$ cat src/rtl/kf6845_fetch_pkg.sv
// Shared types and constants for the KF6845 character fetch path.
package kf6845_fetch_pkg;

  localparam int MA_WIDTH        = 14;
  localparam int RA_WIDTH        = 5;
  localparam int VRAM_DATA_WIDTH = 16;

  localparam logic [7:0] BLANK_PIXEL = 8'h00;
  localparam logic [7:0] BLANK_ATTR  = 8'h00;

  typedef enum logic [1:0] {
    IDLE      = 2'd0,
    VRAM_REQ  = 2'd1,
    FONT_WAIT = 2'd2,
    DONE      = 2'd3
  } fetch_state_t;

  typedef struct packed {
    logic [MA_WIDTH-1:0] ma;
    logic [RA_WIDTH-1:0] ra;
    logic                de;
    logic                cursor;
  } fetch_slot_t;

  typedef struct packed {
    logic [7:0] pixel;
    logic [7:0] attr;
  } cell_t;

  localparam cell_t BLANK_CELL = '{pixel: BLANK_PIXEL, attr: BLANK_ATTR};

endpackage

$ cat src/rtl/kf6845_character_fetch_if.sv
// VRAM read port and font ROM port of the character fetch unit.
interface kf6845_character_fetch_if #(
  parameter int FONT_ROW_BITS = 4
) ();

  logic                                          vram_read_req;
  logic [kf6845_fetch_pkg::MA_WIDTH-1:0]         vram_address;
  logic                                          vram_ack;
  logic [kf6845_fetch_pkg::VRAM_DATA_WIDTH-1:0]  vram_read_data;
  logic [7+FONT_ROW_BITS:0]                      font_address;
  logic [7:0]                                    font_data;

  modport master (
    output vram_read_req, vram_address, font_address,
    input  vram_ack, vram_read_data, font_data
  );

  modport slave (
    input  vram_read_req, vram_address, font_address,
    output vram_ack, vram_read_data, font_data
  );

endinterface

$ cat src/rtl/kf6845_fetch_sequencer.sv
// Fetch FSM: VRAM request/ack, font lookup, and discard/pending handling on underrun.
module kf6845_fetch_sequencer
  import kf6845_fetch_pkg::*;
#(
  parameter int FONT_ROW_BITS = 4
) (
  input  logic        clock,
  input  logic        reset,
  input  logic        enable_i,
  input  fetch_slot_t sample_i,
  input  fetch_slot_t slot_i,
  kf6845_character_fetch_if.master bus,
  output logic        busy_o,
  output cell_t       result_o,
  output logic        fetch_underrun_o
);

  fetch_state_t             state_q;
  logic                     pending_q;
  logic                     discard_q;
  logic                     req_q;
  logic                     underrun_q;
  logic [MA_WIDTH-1:0]      addr_q;
  logic [FONT_ROW_BITS-1:0] row_q;
  logic [7:0]               attr_q;
  logic [7+FONT_ROW_BITS:0] font_addr_q;
  cell_t                    result_q;

  logic        busy_d;
  logic        launch_d;
  fetch_slot_t launch_slot_d;

  // slot_i always holds the newest sample, so it doubles as the pending entry.
  always_comb begin
    busy_d        = (state_q == VRAM_REQ) || (state_q == FONT_WAIT);
    launch_d      = 1'b0;
    launch_slot_d = sample_i;
    case (state_q)
      IDLE, DONE: launch_d = enable_i;
      FONT_WAIT: begin
        if (enable_i) begin
          launch_d = 1'b1;
        end else if (pending_q) begin
          launch_d      = 1'b1;
          launch_slot_d = slot_i;
        end
      end
      default: ;
    endcase
  end

  always_ff @(posedge clock or negedge reset) begin
    if (!reset) begin
      state_q     <= IDLE;
      pending_q   <= 1'b0;
      discard_q   <= 1'b0;
      req_q       <= 1'b0;
      underrun_q  <= 1'b0;
      addr_q      <= '0;
      row_q       <= '0;
      attr_q      <= '0;
      font_addr_q <= '0;
      result_q    <= BLANK_CELL;
    end else begin
      underrun_q <= enable_i && busy_d;
      case (state_q)
        VRAM_REQ: begin
          if (enable_i) begin
            pending_q <= 1'b1;
            discard_q <= 1'b1;
          end
          if (bus.vram_ack) begin
            req_q       <= 1'b0;
            attr_q      <= bus.vram_read_data[VRAM_DATA_WIDTH-1:8];
            font_addr_q <= {bus.vram_read_data[7:0], row_q};
            state_q     <= FONT_WAIT;
          end
        end
        FONT_WAIT: begin
          if (!discard_q && !enable_i) begin
            result_q <= '{pixel: bus.font_data, attr: attr_q};
            state_q  <= DONE;
          end
        end
        default: ;
      endcase
      // A launch overrides whatever the case above decided for state.
      if (launch_d) begin
        pending_q <= 1'b0;
        discard_q <= 1'b0;
        if (launch_slot_d.de) begin
          state_q <= VRAM_REQ;
          req_q   <= 1'b1;
          addr_q  <= launch_slot_d.ma;
          row_q   <= launch_slot_d.ra[FONT_ROW_BITS-1:0];
        end else begin
          state_q  <= DONE;
          result_q <= BLANK_CELL;
        end
      end
    end
  end

  assign bus.vram_read_req = req_q;
  assign bus.vram_address  = addr_q;
  assign bus.font_address  = font_addr_q;
  assign busy_o            = busy_d;
  assign result_o          = result_q;
  assign fetch_underrun_o  = underrun_q;

  logic unused_bits;
  assign unused_bits = &{1'b0, sample_i.cursor, slot_i.cursor,
                         sample_i.ra, slot_i.ra};

endmodule

$ cat src/rtl/kf6845_character_fetch.sv
// Character fetch top: sample slot, one-character-clock output stage, DE/cursor delay.
module kf6845_character_fetch
  import kf6845_fetch_pkg::*;
#(
  parameter int FONT_ROW_BITS = 4
) (
  input  logic                clock,
  input  logic                reset,
  input  logic                video_clock_enable,
  input  logic [MA_WIDTH-1:0] MA,
  input  logic [RA_WIDTH-1:0] RA,
  input  logic                DE,
  input  logic                cursor,
  kf6845_character_fetch_if.master bus,
  output logic [7:0]          pixel_data,
  output logic [7:0]          attribute_data,
  output logic                display_enable_out,
  output logic                cursor_out,
  output logic                fetch_underrun
);

  fetch_slot_t sample_d;
  fetch_slot_t slot_q;
  cell_t       cell_q;
  cell_t       result;
  logic        disp_q;
  logic        cur_q;
  logic        busy;

  assign sample_d = '{ma: MA, ra: RA, de: DE, cursor: cursor};

  kf6845_fetch_sequencer #(
    .FONT_ROW_BITS (FONT_ROW_BITS)
  ) u_sequencer (
    .clock            (clock),
    .reset            (reset),
    .enable_i         (video_clock_enable),
    .sample_i         (sample_d),
    .slot_i           (slot_q),
    .bus              (bus),
    .busy_o           (busy),
    .result_o         (result),
    .fetch_underrun_o (fetch_underrun)
  );

  // A fetch still in flight at the boundary shows as a blank cell.
  always_ff @(posedge clock or negedge reset) begin
    if (!reset) begin
      slot_q <= '0;
      cell_q <= BLANK_CELL;
      disp_q <= 1'b0;
      cur_q  <= 1'b0;
    end else if (video_clock_enable) begin
      slot_q <= sample_d;
      cell_q <= busy ? BLANK_CELL : result;
      disp_q <= slot_q.de;
      cur_q  <= slot_q.cursor;
    end
  end

  assign pixel_data         = cell_q.pixel;
  assign attribute_data     = cell_q.attr;
  assign display_enable_out = disp_q;
  assign cursor_out         = cur_q;

endmodule

$ cat src/flat_wrapper.sv
// flat-port wrapper written by rule: the top's interface ports become plain ports
module kf6845_character_fetch_flat import kf6845_fetch_pkg::*;
#(
  parameter int FONT_ROW_BITS = 4
)
  (clock, reset, video_clock_enable, MA, RA, DE, cursor, pixel_data, attribute_data, display_enable_out, cursor_out, fetch_underrun, bus_vram_read_req, bus_vram_address, bus_font_address, bus_vram_ack, bus_vram_read_data, bus_font_data);
  kf6845_character_fetch_if #(.FONT_ROW_BITS(FONT_ROW_BITS)) bus_i ();
  input  logic clock;
  input  logic reset;
  input  logic video_clock_enable;
  input  logic [MA_WIDTH-1:0] MA;
  input  logic [RA_WIDTH-1:0] RA;
  input  logic DE;
  input  logic cursor;
  output logic [7:0] pixel_data;
  output logic [7:0] attribute_data;
  output logic display_enable_out;
  output logic cursor_out;
  output logic fetch_underrun;
  output wire logic [$bits(bus_i.vram_read_req)-1:0] bus_vram_read_req;
  output wire logic [$bits(bus_i.vram_address)-1:0] bus_vram_address;
  output wire logic [$bits(bus_i.font_address)-1:0] bus_font_address;
  input wire logic [$bits(bus_i.vram_ack)-1:0] bus_vram_ack;
  input wire logic [$bits(bus_i.vram_read_data)-1:0] bus_vram_read_data;
  input wire logic [$bits(bus_i.font_data)-1:0] bus_font_data;
  assign bus_vram_read_req = bus_i.vram_read_req;
  assign bus_vram_address = bus_i.vram_address;
  assign bus_font_address = bus_i.font_address;
  assign bus_i.vram_ack = bus_vram_ack;
  assign bus_i.vram_read_data = bus_vram_read_data;
  assign bus_i.font_data = bus_font_data;
  kf6845_character_fetch #(.FONT_ROW_BITS(FONT_ROW_BITS)) u_core (.clock(clock), .reset(reset), .video_clock_enable(video_clock_enable), .MA(MA), .RA(RA), .DE(DE), .cursor(cursor), .bus(bus_i), .pixel_data(pixel_data), .attribute_data(attribute_data), .display_enable_out(display_enable_out), .cursor_out(cursor_out), .fetch_underrun(fetch_underrun));
endmodule
$ cat config.mk
export PLATFORM = sky130hd
export DESIGN_NAME = kf6845_character_fetch_flat
export DESIGN_NICKNAME = d
export VERILOG_FILES = /design/src/rtl/kf6845_fetch_pkg.sv /design/src/rtl/kf6845_character_fetch_if.sv /design/src/rtl/kf6845_fetch_sequencer.sv /design/src/rtl/kf6845_character_fetch.sv /design/src/flat_wrapper.sv
export SDC_FILE = /design/constraint.sdc
export NUM_CORES = 1
export LEC_CHECK = 0
export BUFFER_PORTS_ARGS = -buffer_cell sky130_fd_sc_hd__buf_2
export CAP_MARGIN = 25
export CORE_ASPECT_RATIO = 1.4
export CORE_UTILIZATION = 53
export CTS_CLUSTER_SIZE = 25
export DETAILED_ROUTE_END_ITERATION = 7
export PLACE_DENSITY = 0.81
export SETUP_SLACK_MARGIN = 0.05
export SYNTH_ARGS = -nofsm -noshare
export SYNTH_HDL_FRONTEND = slang
export SYNTH_SLANG_ARGS = --single-unit
$ cat constraint.sdc
create_clock -name clock -period 2.4 [get_ports clock]
set_clock_uncertainty 0.05 [all_clocks]
set_input_delay 0.36 -clock clock [delete_from_list [all_inputs] [get_ports clock]]
set_output_delay 0.36 -clock clock [all_outputs]
set_load 0.03 [all_outputs]
==> reports/results.tsv, run 1 <==
metric	value	unit
outcome	finished, final reports clean	
Die Area	7660	um2
Setup TNS Final	0	ns
Wirelength per Cell	14.1	um
Slew Viols, Final	0	
Syn Nets	394	
Chip Width	74.2	um
CP arrival	2.25	ns
RSZ-0062 raised after global routing	false	
largest net degree at the start of global routing	50	
global-route usage over all layers	21.5	%
Clock Root Buffer	clkbuf_8	
post-synth top area share	62.7	%
initial antenna violation count	0	
Tmin final	2.06	ns
DR DRC count	0	
Netlist Area Pre-Place	3870	um2
# Post-CTS Setup Buffers	0	
first-pass GRT wire length	12100	um
ratio of cells with drive above 1 in the final layout	35.7	%
post-synth top area cell	dfrtp_1	
gr ovfl total	0	
latest clock arrival within the worst-skew pair	0.36	ns
core area	7030	um2
H-tree depth	3	
via count	2716	
PwrDens	1240	nW/um2
period utilization	85.7	%
Inst Count DP	521	
total design power	5.80	mW
HPWL Detailed	5250	um
fin cells	538	
Starting Density	55.1	%
ant diodes	0	
synthesis-to-layout area growth	21.1	%
# IOs	95	
antenna violation net count after detailed routing	0	
post-synthesis register bit count	97	
mean area per synthesized cell	11.3	um2
worst endpoint required time	2.59	ns
Util after Layout	66.7	%
# port buffers	93	
Synth Warn #	0	
Fillers	558	
Synth area leaders	dfrtp_1 (63%), mux2_2 (11%), nand2_1 (5.1%), a21oi_1 (4.7%), inv_1 (3.5%)	
Longest Clk Path Bufs	2	
Final Hold Viols	0	
Max IR drop VDD	0.000699	V
Rel. slew slack	57.2	%
fmax	486	MHz
Synth cell types	27	
Cells after Synth	343	
DR vias/cell	5.05	
vias in the first global route	2674	
die height	103	um
worst-path fanout max	17	
Worst setup SP type	flop	
crit path capture type	flop	
layout net count	489	
Detailed Route Iter0 Violations	145	
leakage	2.29	nW
First-pass DRT Iterations	4	
Hold/Removal Path Class	in -> reg	
Seq/Total Area, Yosys	62.7	%
critical path class	reg -> reg	
routed wire length	7560	um
# setup viols final	0	
row count	36	
CTS buffer count	9	
Reg clk slew, reported paths	0.09	ns
GPL Wtd Cong	0.755	
CTS tree	yes	
Worst-Margin Slew	0.642	ns
max-cap violations	0	
clock sink count	97	
-- state kept, by name, summed over array words and instances, names as in the netlist, 2 cells and up --
name                                 flops
u_core.attribute_data                    8
u_core.pixel_data                        8
u_core.slot_q                           20
u_core.u_sequencer.attr_q                8
u_core.u_sequencer.bus.font_address     12
u_core.u_sequencer.bus.vram_address     14
u_core.u_sequencer.result_o             16
u_core.u_sequencer.row_q                 4
u_core.u_sequencer.state_q               2
-- repair_timing --
action                                  in CTS  in global routing
hold buffers                                 1                  0
endpoints found under the hold margin       48                  0
resized for setup                            0                  0
endpoints found under the setup margin       0                  0
-- critical path, cell delays in order (launching register included) --
cell     delay (ns)
dfrtp_1        0.40
inv_1          0.06
ha_1           0.29
o21ai_1        0.15
or3b_1         0.69
o22ai_1        0.23
a21oi_1        0.07
-- per-layer routing --
layer | global-route usage, % | vias to the layer above | share of wire (%)
met1 | 25.9 | 1296 | 41
met4 | 9.14 | 0 | 2.1
met2 | 34.9 | 78 | 51
met3 | 7.43 | 11 | 6.0
li1 | - | 1331 | -
met5 | 0 | - | 0
-- final timing paths --
path / start / endpoint / slack, ns / cells after the start
worst max-delay path: u_core.u_sequencer.state_q[0] / u_core.u_sequencer.row_q[0] / 0.34 / 6
worst min-delay path: bus_font_data[6] / u_core.u_sequencer.result_o[14] / 0.17 / 3
worst max register to register: u_core.u_sequencer.state_q[0] / u_core.u_sequencer.row_q[0] / 0.34 / 6
worst min register to register: u_core.u_sequencer.result_o[14] / u_core.pixel_data[6] / 0.44 / 2
max in group asynchronous: reset / u_core.u_sequencer.bus.font_address[11] / 1.12 / 3
min in group asynchronous: reset / u_core.u_sequencer.row_q[3] / 0.51 / 2
-- report_power, final --
part / switching, mW / internal (mW)
sequential: 0.288 / 2.22
clock: 0.532 / 0.640
combinational: 1.37 / 0.745
-- stage by stage --
step / worst slack [ns] / hold slack [ns] / instance area [um2]
5_1_grt: 0.173 / 0.159 / 4690
4_1_cts: 0.345 / 0.153 / 4690
3_5_place_dp: 0.360 / 0.358 / 4450
3_3_place_gp: 0.402 / 0.358 / 4450
2_1_floorplan: 0.568 / 0.0144 / 3870
6_report: 0.343 / 0.172 / 4690
-- kinds of logic (layout without fill, tap and decap cells) --
group                    count (synthesis)  after routing  synth area share [%]
AO/OA/AOI/OAI                           80             80                  11.2
AND/OR/NAND/NOR                         71             71                  8.34
adder cells (fa/ha/maj)                  2              2                 0.646
flip-flops                              97             97                  62.7
multiplexers                            38             38                  11.1
buffers and inverters                   55            155                  6.11
-- placed cells by master (no fill, tap or decap), types with 2 or more instances in the layout --
cell type	synthesis	layout
buf_4	3	8
ha_1	2	2
bufinv_16	0	2
o22ai_1	17	17
nand3_1	5	5
and2_1	3	3
mux2_2	38	38
clkbuf_8	0	11
buf_12	0	2
o21ai_1	2	2
o21ai_0	21	21
nor2b_1	3	3
inv_1	36	36
a21oi_1	36	36
nor2_1	2	2
clkinv_2	0	2
dfrtp_1	97	97
nand2_1	53	53
buf_2	9	92
-- cell usage after synthesis (all sizes together) --
| cell | number |
|---|---|
| dfrtp | 97 |
| nand2 | 53 |
| mux2 | 38 |
| a21oi | 36 |
| inv | 36 |
| o21ai | 23 |
| o22ai | 17 |
| buf | 14 |
| clkbuf | 5 |
| nand3 | 5 |
| and2 | 3 |
| nor2b | 3 |
| ha | 2 |
| nor2 | 2 |
| a31oi | 1 |
| and3b | 1 |
| nand3b | 1 |
| nor3b | 1 |
| o21a | 1 |
| o221ai | 1 |
| o22a | 1 |
| or3b | 1 |
| or4b | 1 |
-- layout make-up --
type,instances,area [um2],share of cell area (%)
clock buffer,11,151,3.23
tap,95,119,2.53
clock inverter,5,77.6,1.65
inverter,36,135,2.88
multi-input combinational,191,1210,25.8
sequential,97,2430,51.8
timing repair buffer,103,571,12.2
(Power assumes the default switching activity.)
==> inputs of run 2 (changes only) <==
--- a/config.mk
+++ b/config.mk
@@ -8,11 +8,12 @@
 export BUFFER_PORTS_ARGS = -buffer_cell sky130_fd_sc_hd__buf_2
 export CAP_MARGIN = 25
 export CORE_ASPECT_RATIO = 1.4
-export CORE_UTILIZATION = 53
+export CORE_UTILIZATION = 55
 export CTS_CLUSTER_SIZE = 25
 export DETAILED_ROUTE_END_ITERATION = 7
-export PLACE_DENSITY = 0.81
+export PLACE_DENSITY = 0.82
 export SETUP_SLACK_MARGIN = 0.05
 export SYNTH_ARGS = -nofsm -noshare
 export SYNTH_HDL_FRONTEND = slang
+export SYNTH_HIERARCHICAL = 1
 export SYNTH_SLANG_ARGS = --single-unit
==> run 2 against run 1 <==
Net effect: combinational power increased by 32%; global-route usage is 3.4 points higher; fmax grew 0.83%; cell count up 2.4%; critical path depth unchanged; utilization is 0.46 points higher; synthesized cell count up 2.9%; non-clock buffer count up 10; hold slack worse by 0.0030 ns; critical path type unchanged; design area rose by 12%; largest power group is now combinational logic; power rose by 12%; flip-flop and latch count did not move.
==> reports/results.tsv, run 2 <==
metric	value	unit	change
outcome	finished, final reports clean		
Max IR drop VDD	0.000761	V	+8.8%
ratio of cells with drive above 1 in the final layout	43.0	%	+7.3 points
Cells after Synth	353		+2.9%
# IOs	95		unchanged
commonest cells after routing, fill and taps aside	dfrtp_1 (97), buf_2 (92), mux2_2 (24)		
M2 GR Usage	44.8	%	+9.9 points
via count	3242		+19%
RSZ-0062 raised after global routing	false		
Synth Warn #	6		+6
row count	38		+5.6%
CP arrival	2.24	ns	about the same
Hold Buf Count CTS	1		unchanged
Syn Nets	404		+2.5%
Rel. slew slack	63.6	%	+6.4 points
Starting Density	57.8	%	+2.7 points
first-pass GRT wire length	16100	um	+34%
Reg clk slew, reported paths	0.09	ns	about the same
worst-path fanout max	13		-4
Final Hold Viols	0		unchanged
H-tree depth	3		unchanged
largest net degree at the start of global routing	37		-26%
antenna violation net count after detailed routing	0		unchanged
DR vias/cell	5.88		+17%
gr busiest metal	met2		
global-route usage over all layers	24.9	%	+3.4 points
Slew Viols, Final	0		unchanged
leakage	2.45	nW	+7.1%
vias in the first global route	3449		+29%
DR DRC count	0		unchanged
CTS buffer count	9		unchanged
latest clock arrival within the worst-skew pair	0.37	ns	about the same
Die Area	8610	um2	+12%
worst-case reg-to-reg path depth	6		unchanged
Inst Count DP	534		+2.5%
ant diodes	0		unchanged
Wirelength per Cell	17.8	um	+27%
PwrDens	1230	nW/um2	-0.21%
initial antenna violation count	0		unchanged
First-pass DRT Iterations	4		unchanged
critical path class	reg -> reg		
Chip Width	78.7	um	+6.0%
met3 usage	4.90	%	-2.5 points
Biggest register	u_core/slot_q		
number of flip-flops in the largest register	20		unchanged
# setup viols final	0		unchanged
worst endpoint required time	2.60	ns	about the same
worst-case hold slack	0.169	ns	-0.00302 ns
GR Util met1	28.2	%	+2.3 points
Clock Root Buffer	clkbuf_8		
fin cells	551		+2.4%
# port buffers	93		unchanged
synthesis-to-layout area growth	16.3	%	
Worst-Margin Slew	0.539	ns	-0.103 ns
Detailed Route Iter0 Violations	155		+6.9%
Worst setup SP type	flop		
HPWL Detailed	6650	um	+27%
commonest non-fill, non-tap cell in the layout	dfrtp_1		
GPL Wtd Cong	0.749		-0.78%
routed wire length	9820	um	+30%
WHS Path Cells	2		-1
Tmin final	2.04	ns	-0.0170 ns
layout net count	497		+1.6%
Setup TNS Final	0	ns	unchanged
period utilization	85.0	%	-0.71 points
CTS tree	yes		
crit path capture type	flop		
core area	7850	um2	+12%
cts repair resizes	0		unchanged
Hold/Removal Path Class	in -> reg		
die height	109	um	+6.1%
clock sink count	97		unchanged
gr ovfl total	0		unchanged
max-cap violations	0		unchanged
mean area per synthesized cell	12.8	um2	+14%
Netlist Area Pre-Place	4530	um2	+17%
fmax	490	MHz	+0.83%
Longest Clk Path Bufs	2		unchanged
# Post-CTS Setup Buffers	0		unchanged
Util after Layout	67.2	%	+0.46 points
## run 2: routing by layer
| metal | part of all wire [%] | vias up |
|---|---|---|
| met5 | 0 | - |
| met4 | 2.5 | 0 |
| met3 | 4.7 | 25 |
| met2 | 53 | 106 |
| met1 | 40 | 1632 |
| li1 | - | 1479 |
## run 2: area by class of cell
class,instances,area [um2]
Clock inverter,2,35.0
Tap cell,100,125
Fill cell,603,2570
Clock buffer,14,173
Inverter,22,82.6
Timing Repair Buffer,113,621
Sequential cell,97,2430
Multi-Input combinational cell,203,1810
## run 2: power breakdown
part           total [mW]  internal (mW)  leakage, nW  switching [mW]
Clock                1.11          0.567        0.107           0.543
Sequential           2.59           2.23         1.22           0.353
Combinational        2.80           1.08         1.13            1.73
Total                6.50           3.88         2.45            2.62
## run 2: worst paths after layout
path | start | slack, ns | end
worst max-delay path | u_core/u_sequencer/state_q[0] | 0.36 | u_core/u_sequencer/row_q[1]
worst min-delay path | bus_vram_read_data[0] | 0.17 | u_core/u_sequencer/bus.font_address[4]
worst max register to register | u_core/u_sequencer/state_q[0] | 0.36 | u_core/u_sequencer/row_q[1]
worst min register to register | u_core/u_sequencer/bus.vram_read_req | 0.44 | u_core/u_sequencer/bus.vram_read_req
max in group asynchronous | reset | 1.08 | u_core/u_sequencer/attr_q[6]
min in group asynchronous | reset | 0.42 | u_core/u_sequencer/attr_q[1]
## run 2: worst max-delay path, stage by stage (launching register included)
cell and delay [ns]:
dfrtp_1 0.41, inv_1 0.07, ha_1 0.29, and3b_1 0.39, buf_4 0.28, o32ai_1 0.11, a221oi_1 0.33
## run 2: metrics by stage
stage / area [um2] / setup slack [ns] / power (mW)
final: 5270 / 0.360 / 6.50
after global routing: 5270 / 0.267 / 6.88
after CTS: 5270 / 0.375 / 6.55
after detailed placement: 5050 / 0.425 / 5.43
after global placement: 5050 / 0.484 / 5.29
after floorplan: 4530 / 0.636 / 4.66
